==> src/rtl/if_fetch_stage_pkg.sv <==
// Shared definitions for the instruction-fetch stage: FSM state encodings,
// the default boot address, next-PC op encodings used by the downstream
// next-PC logic, and small PC helper functions.
package if_fetch_stage_pkg;

    // Fetch-stage control states.
    typedef enum logic [1:0] {
        S_BOOT  = 2'd0,
        S_FETCH = 2'd1,
        S_DRAIN = 2'd2
    } fetch_state_t;

    // First fetch address after reset unless the instance overrides it.
    localparam logic [31:0] RESET_PC_DEFAULT = 32'h0000_0000;

    // Next-PC op encodings shared with the next-PC logic.
    typedef enum logic [1:0] {
        NPC_SEQ    = 2'd0,
        NPC_JAL    = 2'd1,
        NPC_JALR   = 2'd2,
        NPC_BRANCH = 2'd3
    } npc_op_t;

    // Sequential successor of a fetch address; wraps naturally at 2^32.
    function automatic logic [31:0] pc_plus4(input logic [31:0] pc);
        return pc + 32'd4;
    endfunction

    // Fetch addresses are always word aligned.
    function automatic logic [31:0] word_align(input logic [31:0] addr);
        return {addr[31:2], 2'b00};
    endfunction

endpackage

==> src/rtl/if_fifo.sv <==
// Small synchronous FIFO used twice by the fetch stage: once to remember
// the addresses of outstanding memory requests, once to buffer returned
// {pc, instr} pairs for decode. The head (dout) is combinational from
// storage. A push while full is only accepted when a pop happens in the
// same cycle. clr empties the FIFO without touching storage.
module if_fifo #(
    parameter int WIDTH = 32,
    parameter int DEPTH = 2
) (
    input  logic                     clk,
    input  logic                     rstn,
    input  logic                     clr,
    input  logic                     push,
    input  logic [WIDTH-1:0]         din,
    input  logic                     pop,
    output logic [WIDTH-1:0]         dout,
    output logic                     full,
    output logic                     empty,
    output logic [$clog2(DEPTH):0]   count
);

    localparam int AW = $clog2(DEPTH);
    localparam int CW = AW + 1;

    logic [WIDTH-1:0] mem [DEPTH];
    logic [AW-1:0]    wr_ptr;
    logic [AW-1:0]    rd_ptr;
    logic [CW-1:0]    cnt;
    logic             do_push;
    logic             do_pop;

    assign empty   = (cnt == '0);
    assign full    = (cnt == CW'(DEPTH));
    assign count   = cnt;
    assign dout    = mem[rd_ptr];
    assign do_pop  = pop && !empty;
    assign do_push = push && (!full || do_pop);

    // Pointer, count and storage update; storage is zeroed on reset so
    // the head reads as zero before the first push.
    always_ff @(posedge clk or negedge rstn) begin
        if (!rstn) begin
            wr_ptr <= '0;
            rd_ptr <= '0;
            cnt    <= '0;
            for (int i = 0; i < DEPTH; i++) begin
                mem[i] <= '0;
            end
        end else if (clr) begin
            wr_ptr <= '0;
            rd_ptr <= '0;
            cnt    <= '0;
        end else begin
            if (do_push) begin
                mem[wr_ptr] <= din;
                wr_ptr      <= wr_ptr + AW'(1);
            end
            if (do_pop) begin
                rd_ptr <= rd_ptr + AW'(1);
            end
            cnt <= cnt + CW'(do_push) - CW'(do_pop);
        end
    end

endmodule

==> src/rtl/if_fetch_stage.sv <==
// Instruction-fetch stage. Owns the fetch PC, issues word-aligned requests
// to instruction memory, pairs each in-order response with the address it
// was fetched from, and presents the oldest {pc, instr} to decode. A
// redirect from the next-PC logic retargets the fetch PC, empties the
// decode buffer and marks every in-flight response as wrong-path.
//
// Handshakes:
//   imem: a request transfers on imem_req_o && imem_gnt_i; imem_addr_o is
//         held while req is up and gnt is low. Responses arrive in order,
//         one per imem_rvalid_i pulse, with no backpressure.
//   decode: the head transfers on if_valid_o && id_ready_i. if_valid_o does
//         not depend on id_ready_i, and the head stays put until taken.
module if_fetch_stage
    import if_fetch_stage_pkg::*;
#(
    parameter logic [31:0] RESET_PC = RESET_PC_DEFAULT,
    parameter int          DEPTH    = 2
) (
    input  logic         clk,
    input  logic         rstn,
    input  logic [31:0]  npc_i,
    input  logic         redirect_i,
    output logic         imem_req_o,
    output logic [31:0]  imem_addr_o,
    input  logic         imem_gnt_i,
    input  logic         imem_rvalid_i,
    input  logic [31:0]  imem_rdata_i,
    output logic         if_valid_o,
    output logic [31:0]  if_instr_o,
    output logic [31:0]  if_pc_o,
    input  logic         id_ready_i,
    output fetch_state_t dbg_state
);

    localparam int            CW      = $clog2(DEPTH) + 1;
    localparam logic [CW:0]   DEPTH_W = (CW + 1)'(DEPTH);

    fetch_state_t  state;
    logic [31:0]   fetch_pc;
    logic [CW-1:0] discard;

    // Address queue: its occupancy is the outstanding-request count.
    logic [31:0]   aq_head;
    logic          aq_full;
    logic          aq_empty;
    logic [CW-1:0] outstanding;

    // Decode buffer of {pc, instr}.
    logic [63:0]   buf_head;
    logic          buf_full;
    logic          buf_empty;
    logic [CW-1:0] occupancy;

    logic [CW:0]   inflight;
    logic          fire;
    logic          rsp_ok;
    logic          rsp_drop;
    logic          rsp_keep;
    logic          dec_pop;
    logic [CW-1:0] redir_discard;

    // Requests plus buffered instructions may never exceed the buffer, so
    // every response has a slot waiting for it. The full flags are
    // implied by the sum but keep the guard local to each queue.
    assign inflight   = {1'b0, outstanding} + {1'b0, occupancy};
    assign imem_req_o = (state == S_FETCH) && !redirect_i &&
                        (inflight < DEPTH_W) && !aq_full && !buf_full;
    assign imem_addr_o = fetch_pc;
    assign fire        = imem_req_o && imem_gnt_i;

    // A response with nothing outstanding is a protocol error and is
    // ignored (for example a stray beat just after reset).
    assign rsp_ok   = imem_rvalid_i && !aq_empty;
    assign rsp_drop = rsp_ok && (discard != '0);
    assign rsp_keep = rsp_ok && (discard == '0) && !redirect_i;

    assign if_valid_o = !buf_empty;
    assign if_pc_o    = buf_head[63:32];
    assign if_instr_o = buf_head[31:0];
    assign dec_pop    = if_valid_o && id_ready_i;

    // On a redirect every response still in flight after this cycle is
    // wrong-path. Responses already marked for discard are part of the
    // outstanding count, so the new discard count is simply what remains
    // outstanding once this cycle's response (if any) has been consumed.
    // No grant can coincide because req is held low during a redirect.
    assign redir_discard = outstanding - CW'(rsp_ok);

    assign dbg_state = state;

    if_fifo #(
        .WIDTH (32),
        .DEPTH (DEPTH)
    ) u_addr_q (
        .clk   (clk),
        .rstn  (rstn),
        .clr   (1'b0),
        .push  (fire),
        .din   (fetch_pc),
        .pop   (rsp_ok),
        .dout  (aq_head),
        .full  (aq_full),
        .empty (aq_empty),
        .count (outstanding)
    );

    if_fifo #(
        .WIDTH (64),
        .DEPTH (DEPTH)
    ) u_ibuf (
        .clk   (clk),
        .rstn  (rstn),
        .clr   (redirect_i),
        .push  (rsp_keep),
        .din   ({aq_head, imem_rdata_i}),
        .pop   (dec_pop),
        .dout  (buf_head),
        .full  (buf_full),
        .empty (buf_empty),
        .count (occupancy)
    );

    // Fetch control FSM: fetch PC, discard counter and state. Redirect
    // takes priority over every other update.
    always_ff @(posedge clk or negedge rstn) begin
        if (!rstn) begin
            state    <= S_BOOT;
            fetch_pc <= RESET_PC;
            discard  <= '0;
        end else if (redirect_i) begin
            fetch_pc <= word_align(npc_i);
            discard  <= redir_discard;
            state    <= (redir_discard != '0) ? S_DRAIN : S_FETCH;
        end else begin
            if (fire) begin
                fetch_pc <= pc_plus4(fetch_pc);
            end
            if (rsp_drop) begin
                discard <= discard - CW'(1);
            end
            case (state)
                S_BOOT:  state <= S_FETCH;
                S_FETCH: state <= S_FETCH;
                S_DRAIN: if (discard == '0) state <= S_FETCH;
                default: state <= S_BOOT;
            endcase
        end
    end

endmodule
==> config.mk <==
export PLATFORM = sky130hd
export DESIGN_NAME = if_fetch_stage
export DESIGN_NICKNAME = d
export VERILOG_FILES = /design/src/rtl/if_fetch_stage_pkg.sv /design/src/rtl/if_fifo.sv /design/src/rtl/if_fetch_stage.sv
export SDC_FILE = /design/constraint.sdc
export NUM_CORES = 1
export LEC_CHECK = 0
export ABC_AREA = 1
export CAP_MARGIN = 20
export CORE_UTILIZATION = 54
export CTS_CLUSTER_SIZE = 16
export DETAILED_ROUTE_END_ITERATION = 7
export GPL_TIMING_DRIVEN = 0
export PLACE_DENSITY_LB_ADDON = 0.12
export SKIP_CTS_REPAIR_TIMING = 1
export SLEW_MARGIN = 25
export SYNTH_ARGS = -nofsm -noshare
export SYNTH_HDL_FRONTEND = slang
export SYNTH_SLANG_ARGS = --single-unit
==> constraint.sdc <==
create_clock -name clk -period 2.42 [get_ports clk]
set_input_delay 0.242 -clock clk [delete_from_list [all_inputs] [get_ports clk]]
set_output_delay 0.242 -clock clk [all_outputs]
set_load 0.03 [all_outputs]
==> results.cfg <==
[worst_setup_path]
arrival_ns = 2.06
critPathLaunchType = flip-flop
r2r_start = u_addr_q.count[1]
worstRegToRegCells = 9
cp.required_ns = 2.18
reg2reg_slack_ns = 0.13
crit_type = reg -> out
crit_fanout = 10
timing.rr.end = u_addr_q.count[1]
end_kind = primary output

[cells_and_area]
layout_common_cells = 614 x nand2_1, 226 x dfrtp_1, 118 x inv_1
drive_above_1_share = 0.0962
nNetsFinal = 1664
area_growth_pct = 26.7
final-seq-area_sq_um = 5660
utilization = 0.705
final.fill_count = 1582
multi_input_area_sq_um = 4370
layout_commonest_cell = nand2_1
n_antenna_cell = 0
design_area_sq_um = 13900

[sta]
final_hold_viol_count = 0
worst_slew_pin_slew_ns = 0.590
maxSlewViolCount = 0
rsz0062_at_grt = no
fin_crit_ns = 2.30
fmax_ghz = 0.435
period_share = 0.950
finalSetupViolations = 0
fin_skew_ns = 0.0142
slew-limit-headroom = 0.607

[place]
port_buffers = 163
gp_congestion = 0.917
place_hpwl_mm = 19.8
placed_area_sq_um = 13000

[power_and_ir_drop]
p_comb_frac = 0.401
switchingPower_mw = 6.35
p_sw_frac = 0.395
vdd_ir_drop_max_v = 0.000677
power_frac_seq = 0.372
p_leak_nw = 7.61
clkPwrFrac = 0.227
powerDensity_nw_per_um2 = 1160
power_mw = 16.1
intPower_mw = 9.72

[global_route]
grt-ovfl-total = 0
grt-busiest-layer = met2
first_global_vias = 9099
grt_pass1_wl_mm = 45.3
grt_max_degree = 96
grt_util_all_layers = 0.280
grt_util_met2 = 0.439
met3_usage = 0.0348
grt_antenna_before_repair = 0
grt_use_met1 = 0.409

[clock_network]
cts.htree.levels = 1
numCtsBuffers = 24
clock_latency_ns = 0.52
clock_sinks = 226
clockBufferDepth = 3
cts_root_buf = clkbuf_16
cts_tree = built
clk_pin_slew_ns = 0.06

[route]
first_iter_violations = 609
routedWlPerCell_microns = 15.1
vias_per_cell = 5.14
dr.pass1.iters = 5
wl_mm = 28.2
ant_nets = 0
via_count = 9587
drc = 0

[die]
initial_utilization = 0.556
ios = 170
core-area_sq_um = 19700
fp.dieH_microns = 145
rows = 51
die_area_sq_um = 20900
die_w_microns = 145

[synthesis]
yosys_warnings = 0
yosysSeqAreaShare = 0.515
avgSynthCellArea_sq_um = 7.89
syn-cell-area_sq_um = 11000
synth_seq_cells = 226
synthDistinctLibCells = 39
syn_inst = 1391

[run]
max_cap_viol_count = 0

[status]
status = completed

[worst_hold_path]
hp-class = in -> async
==> power by group through the flow <==
stage	logic, mW	registers (mW)	clock network, mW
after floorplan	4.02	6.03	0
after global placement	6.40	5.98	0
after detailed placement	6.54	6.01	0
after CTS	6.59	5.96	3.69
after global routing	7.09	6.15	3.86
final	6.44	5.98	3.64
==> per-layer routing <==
metal  part of all wire  vias to the layer above
li1                   -                     4716
met1               0.46                     4491
met2               0.46                      336
met3              0.064                       44
met4              0.020                        0
met5                  0                        -
==> registers in the layout, indices dropped and copies added, names as in the netlist <==
register         count
u_ibuf.wr_ptr        1
u_ibuf.count         2
dbg_state            2
discard              2
u_ibuf.mem         124
u_addr_q.rd_ptr      1
u_addr_q.mem        60
imem_addr_o         30
u_addr_q.wr_ptr      1
u_ibuf.rd_ptr        1
u_addr_q.count       2
==> how the worst max path moves through the flow <==
stage                       from                 to  slack (ns)  depth (start not counted)
2_1_floorplan  u_addr_q.count[0]  u_addr_q.count[0]        0.41                         10
3_5_place_dp       u_ibuf.rd_ptr        if_pc_o[26]       -0.24                          5
4_1_cts            u_ibuf.rd_ptr        if_pc_o[26]       -0.79                          5
5_1_grt            u_ibuf.rd_ptr      if_instr_o[1]       0.004                          5
6_report           u_ibuf.rd_ptr        if_pc_o[10]        0.12                          5
3_3_place_gp                rstn       dbg_state[0]       -8.27                          1
==> through the flow <==
step	cells	hold WS, ns	setup TNS, ns	worst slack [ns]
after floorplan	1394	-0.0536	0	0.410
after global placement	1822	0.462	-1869.79	-8.27
after detailed placement	1824	0.184	-6.20	-0.243
after CTS	1865	-0.361	-39.98	-0.795
after global routing	1866	0.267	0	0.00391
final	1866	0.223	0	0.121
==> cell usage after synthesis <==
master / n / area share
a21oi_1: 4 / 0.0018
a31oi_1: 1 / 0.00057
and2_1: 1 / 0.00057
buf_1: 2 / 0.00068
buf_2: 14 / 0.0064
buf_4: 12 / 0.0082
buf_6: 12 / 0.012
buf_8: 6 / 0.0082
clkbuf_1: 20 / 0.0068
clkbuf_2: 3 / 0.0014
clkbuf_4: 1 / 0.00068
clkinv_4: 1 / 0.00080
conb_1: 1 / 0.00034
dfrtp_1: 226 / 0.52
fa_1: 1 / 0.0018
ha_1: 7 / 0.0080
inv_1: 118 / 0.040
inv_2: 5 / 0.0017
nand2_1: 614 / 0.21
nand2_2: 2 / 0.0011
nand2_4: 4 / 0.0041
nand3_1: 61 / 0.028
nand3_4: 1 / 0.0016
nand3b_1: 1 / 0.00068
nand4_1: 3 / 0.0017
nor2_1: 43 / 0.015
nor2_2: 3 / 0.0017
nor2_4: 1 / 0.0010
nor3_1: 1 / 0.00046
nor3_2: 2 / 0.0018
o21a_1: 2 / 0.0014
o21ai_0: 94 / 0.043
o21ai_1: 76 / 0.035
o21ai_2: 29 / 0.023
o311ai_0: 1 / 0.00080
or2_2: 1 / 0.00057
or2_4: 1 / 0.00080
xnor2_1: 4 / 0.0032
xor2_1: 12 / 0.0096
==> kinds of logic after synthesis <==
family                   count (synthesis)  synth area share
XOR/XNOR                                16            0.0128
adder cells (fa/ha/maj)                  8           0.00981
AO/OA/AOI/OAI                          207             0.105
other                                    1          0.000342
AND/OR/NAND/NOR                        739             0.269
buffers and inverters                  194            0.0876
flip-flops                             226             0.515
==> critical path, stage by stage (launching register included) <==
cell	delay [ns]
dfrtp_1	0.49
clkbuf_4	0.28
clkbuf_2	0.26
nand2_1	0.07
o21ai_0	0.10
dlymetal6s2s_1	0.34
==> final cells by class <==
type,count,share of cell area
Multi-Input combinational cell,974,0.314
Tap cell,265,0.0238
Buffer,70,0.0368
Clock inverter,5,0.00567
Sequential cell,226,0.407
Inverter,124,0.0338
Timing Repair Buffer,166,0.129
Clock buffer,36,0.0501
Note: power is estimated with default switching activity, not from simulation.
